$ cat config.mk
export PLATFORM = sky130hd
export DESIGN_NAME = adder_accum_flat
export DESIGN_NICKNAME = d
export VERILOG_FILES = /design/src/rtl/adder_accum_if.sv /design/src/rtl/adder_accum.sv /design/src/flat_wrapper.sv
export SDC_FILE = /design/constraint.sdc
export NUM_CORES = 1
export LEC_CHECK = 0
export CORE_ASPECT_RATIO = 0.6
export CORE_MARGIN = 8
export CORE_UTILIZATION = 45
export CTS_BUF_LIST = sky130_fd_sc_hd__clkbuf_4 sky130_fd_sc_hd__clkbuf_8
export CTS_CLUSTER_DIAMETER = 30
export DETAILED_ROUTE_END_ITERATION = 10
export GPL_ROUTABILITY_DRIVEN = 0
export MAX_ROUTING_LAYER = met4
export PLACE_DENSITY = 0.84
export SYNTH_ARGS = -nofsm -noshare
export SYNTH_HDL_FRONTEND = slang
export SYNTH_SLANG_ARGS = --single-unit
$ cat constraint.sdc
create_clock -name m_clock -period 3.4 [get_ports m_clock]
set_input_delay 0.51 -clock m_clock [delete_from_list [all_inputs] [get_ports m_clock]]
set_output_delay 0.51 -clock m_clock [all_outputs]
set_load 0.02 [all_outputs]
$ cat src/rtl/adder_accum_if.sv
// adder_accum_if: one valid/ready stream of W-bit data, used for both the sample input and the block-total output.
interface adder_accum_if #(
    parameter int W = 2
);
    logic         valid;
    logic [W-1:0] data;
    logic         ready;
    modport master(output valid, output data, input ready);
    modport slave(input valid, input data, output ready);
endinterface

$ cat src/rtl/adder_accum.sv
// adder_accum: sums fixed blocks of N 2-bit samples and presents each total on an output handshake until it is taken.
module adder_accum #(
    parameter int N     = 8,
    parameter int ACC_W = 5,
    parameter int CNT_W = 3
) (
    input  logic                m_clock,
    input  logic                p_reset,
    input  logic                clr,
    adder_accum_if.slave        in_s,
    adder_accum_if.master       out_m,
    output logic [7:0]          blk_cnt
);
    typedef enum logic {ACC, HOLD} state_t;
    state_t             r_state;
    logic [ACC_W-1:0]   r_acc;
    logic [ACC_W-1:0]   r_out_data;
    logic [CNT_W-1:0]   r_cnt;
    logic [7:0]         r_blk_cnt;
    logic [ACC_W-1:0]   w_sum;
    logic               w_accept;
    logic               w_last;
    // Handshake flags come straight from the state register, so no input reaches an output combinationally.
    assign in_s.ready  = r_state == ACC;
    assign out_m.valid = r_state == HOLD;
    assign out_m.data  = r_out_data;
    assign blk_cnt     = r_blk_cnt;
    assign w_sum       = r_acc + ACC_W'(in_s.data);
    assign w_accept    = in_s.valid && r_state == ACC;
    assign w_last      = r_cnt == CNT_W'(N - 1);
    always_ff @(posedge m_clock) begin
        if (!p_reset) begin
            r_state    <= ACC;
            r_acc      <= '0;
            r_cnt      <= '0;
            r_out_data <= '0;
            r_blk_cnt  <= '0;
        end else if (clr) begin
            r_state    <= ACC;
            r_acc      <= '0;
            r_cnt      <= '0;
            r_out_data <= '0;
        end else if (r_state == ACC) begin
            if (w_accept) begin
                r_acc <= w_last ? '0 : w_sum;
                r_cnt <= w_last ? '0 : r_cnt + CNT_W'(1);
                if (w_last) begin
                    r_out_data <= w_sum;
                    r_state    <= HOLD;
                end
            end
        end else if (out_m.ready) begin
            r_state   <= ACC;
            r_blk_cnt <= r_blk_cnt + 8'd1;
        end
    end
endmodule

$ cat src/flat_wrapper.sv
// flat-port wrapper written by rule: the top's interface ports become plain ports
module adder_accum_flat 
#(
    parameter int N     = 8,
    parameter int ACC_W = 5,
    parameter int CNT_W = 3
)
  (m_clock, p_reset, clr, blk_cnt, in_s_valid, in_s_data, in_s_ready, out_m_valid, out_m_data, out_m_ready);
  adder_accum_if #(.W(2)) in_s_i ();
  adder_accum_if #(.W(5)) out_m_i ();
  input  logic m_clock;
  input  logic p_reset;
  input  logic clr;
  output logic [7:0] blk_cnt;
  input wire logic [$bits(in_s_i.valid)-1:0] in_s_valid;
  input wire logic [$bits(in_s_i.data)-1:0] in_s_data;
  output wire logic [$bits(in_s_i.ready)-1:0] in_s_ready;
  output wire logic [$bits(out_m_i.valid)-1:0] out_m_valid;
  output wire logic [$bits(out_m_i.data)-1:0] out_m_data;
  input wire logic [$bits(out_m_i.ready)-1:0] out_m_ready;
  assign in_s_i.valid = in_s_valid;
  assign in_s_i.data = in_s_data;
  assign in_s_ready = in_s_i.ready;
  assign out_m_valid = out_m_i.valid;
  assign out_m_data = out_m_i.data;
  assign out_m_i.ready = out_m_ready;
  adder_accum #(.N(N), .ACC_W(ACC_W), .CNT_W(CNT_W)) u_core (.m_clock(m_clock), .p_reset(p_reset), .clr(clr), .in_s(in_s_i), .out_m(out_m_i), .blk_cnt(blk_cnt));
endmodule
==> impl_metrics.env <==
export IMPL_fin_crit_ps=2160
export IMPL_grt_use_total=0.126
export IMPL_synth_compound_area_share=0.154
export IMPL_grt_pass1_wl_mm=3.93
export IMPL_cp_num_buf_inv=2
export IMPL_dr_pass1_iters=4
export IMPL_dr_total_vias=916
export IMPL_yosysTopAreaCell="dfxtp_1"
export IMPL_yosysWarnings=0
export IMPL_synth_avg_cell_area_sq_um=9.21
export IMPL_h_tree_depth=1
export IMPL_slew_headroom=0.634
export IMPL_syn_area_sq_um=1030
export IMPL_synth_xor_area_share=0.0255
export IMPL_hold_path_class="register to register"
export IMPL_synth_fa_ha_area_frac=0.0801
export IMPL_p_leak_nw=0.512
export IMPL_synth_seq_cells=22
export IMPL_numCtsBuffers=3
export IMPL_slew_viol_final=0
export IMPL_post_cts_buffers=0
export IMPL_cts_num_sinks=22
export IMPL_cp_max_fo=4
export IMPL_maxCapViolCount=0
export IMPL_port_buffers=21
export IMPL_crit_path_end_kind="register"
export IMPL_fin_util=0.610
export IMPL_synth_simple_gate_area_frac=0.226
export IMPL_core_sq_um=2160
export IMPL_tritoncts="built"
export IMPL_clk_pin_slew_ps=70
export IMPL_rsz0062_at_grt="false"
export IMPL_status="completed"
export IMPL_syn_to_final_growth_pct=28.0
export IMPL_clock_root_buffer="clkbuf_8"
export IMPL_timing_worst_setup_path_type="input pin to register"
export IMPL_antenna_left=0
export IMPL_antenna_found_initial=0
export IMPL_drive_gt1_frac=0.0448
export IMPL_synth_cell_types=28
export IMPL_path_delay_family="adder cells"
export IMPL_clock_path_buffers=2
export IMPL_wirelength_mm=2.52
export IMPL_holdBufCountCts=0
export IMPL_setup_viol=0
export IMPL_fmax_mhz=462
export IMPL_post_drt_wl_per_cell_um=15.4
export IMPL_ctsResizeCount=0
export IMPL_hold_worst_slack_ps=485
export IMPL_slowest_stage="or4_1"
export IMPL_worst_slack_ps=1240
export IMPL_postSynthCellCount=112
export IMPL_hpwl_mm=1.78
export IMPL_finalSetupTns_ps=0
export IMPL_yosysSeqAreaShare=0.427
export IMPL_cp_data_required_time_ps=3590
export IMPL_post_route_period_util=0.636
export IMPL_irDropWorstVdd_mv=0.172
export IMPL_drtIter0Drc=32
export IMPL_worst_clock_skew_ps=3.51
export IMPL_place_ws_ps=969
export IMPL_grt_max_degree=15
export IMPL_die_area_sq_um=4130
export IMPL_fp_dieH_um=53.1
export IMPL_syn_nets=125
export IMPL_ioPinCount=22
export IMPL_max_stage_delay_ps=530
export IMPL_crit_arrival_ps=2350
export IMPL_synthMuxAreaShare=0.0485
export IMPL_cp_start_kind="input pin"
export IMPL_path_cells="clkdlybuf4s50_1 > ha_1 > inv_1 > fa_1 > or4_1 > a21oi_1"
export IMPL_worstMarginPinSlew_ps=549
export IMPL_die_w_um=77.8
export IMPL_netlist_top_cells_area="dfxtp_1, a21oi_1, ha_1"
export IMPL_worstSkewPairLatency_ps=260
export IMPL_powerDensity_nw_per_um2=362
export IMPL_start_util=0.477
export IMPL_placementRows=13
export IMPL_hold_viol_final=0
export IMPL_synth_top_area_frac=0.427
export IMPL_grt_pass1_vias=867
export IMPL_num_antenna_cells=0
export IMPL_vias_per_cell=5.59
export IMPL_overflow=0
export IMPL_drcViolationCount=0
export IMPL_synth_top_family_by_area="simple AND/OR/NAND/NOR gates"
export IMPL_fin_nets=148
-- where the power goes --
group / switching, mW / internal [mW] / total [mW]
Combinational: 0.0163 / 0.0142 / 0.0305
Clock: 0.0833 / 0.103 / 0.187
Sequential: 0.00129 / 0.259 / 0.260
Total: 0.101 / 0.377 / 0.477
-- worst min-delay path, delay by kind of cell (launching register included) --
| family | cells | cell delay (ps) |
|---|---|---|
| flip-flops | 1 | 330 |
| AND/OR/NAND/NOR | 1 | 60 |
| AO/OA/AOI/OAI | 1 | 50 |
-- cells in the final DEF (no fill, tap or decap), types with 2 or more instances in the layout --
cell,count
o31ai_1,3
xor2_1,2
mux2i_1,5
nor2b_1,3
o21ai_0,6
ha_1,5
clkbuf_8,4
nor2_1,8
o41ai_1,2
a21oi_1,13
inv_1,7
or4_1,4
clkdlybuf4s50_1,21
dfxtp_1,22
nand2b_1,2
nand2_1,6
or3_1,5
nand3_1,5
nand3b_1,2
-- kinds of logic after synthesis --
group | count (synthesis)
AND/OR/NAND/NOR | 39
AO/OA/AOI/OAI | 27
flip-flops | 22
buffers and inverters | 10
adder cells (fa/ha/maj) | 6
multiplexers | 5
XOR/XNOR | 3
-- final cells by class --
cell class                 count  area (sq um)
clock buffer                   4          55.1
multi-input combinational     80           551
tap                           30          37.5
timing repair buffer          21           210
sequential                    22           440
inverter                       7          26.3
fill                         175           843
-- registers in the layout (all words and copies together) (netlist names) --
| signal | count |
|---|---|
| u_core.r_acc | 5 |
| u_core.blk_cnt | 8 |
| u_core.r_cnt | 3 |
| u_core.out_m.data | 5 |
| u_core.out_m.valid | 1 |
-- metal layers --
metal	global-route usage	share of wire	vias up
met3	0.0372	0.069	16
li1	-	-	449
met4	0.0994	0.051	0
met1	0.124	0.42	410
met5	-	0	-
met2	0.214	0.46	41
-- stage by stage --
stage,std cells,area [sq um],power (mW)
2_1_floorplan,112,1030,0.283
3_3_place_gp,160,1260,0.294
3_5_place_dp,160,1260,0.296
4_1_cts,164,1320,0.479
5_1_grt,164,1320,0.493
6_report,164,1320,0.477
-- path summary, 6_finish.rpt --
check,from,to,slack (ps),cells past startpoint
worst min register to register,u_core.r_acc[1]$_SDFFE_PP0P_,u_core.r_acc[1]$_SDFFE_PP0P_,490,2
worst max-delay path,in_s_data[0],u_core.r_acc[2]$_SDFFE_PP0P_,1240,6
worst min-delay path,u_core.r_acc[1]$_SDFFE_PP0P_,u_core.r_acc[1]$_SDFFE_PP0P_,490,2
worst max register to register,u_core.r_acc[0]$_SDFFE_PP0P_,u_core.r_acc[2]$_SDFFE_PP0P_,1610,5
-- synthesized netlist by cell type (all sizes together) --
library cell and number:
xor2 2, nand4b 1, a21o 1, clkbuf 1, or3 5, nand2b 2, a21oi 13, o41ai 2
o21ai 6, or3b 1, nand4 1, or4 4, nand3 5, nor2b 3, and3b 1, dfxtp 22
mux2i 5, o31ai 3, a211oi 1, fa 1, ha 5, a32oi 1, nand2 6, buf 2
nand3b 2, xnor2 1, nor2 8, inv 7
Note: power is estimated with default switching activity, not from simulation.
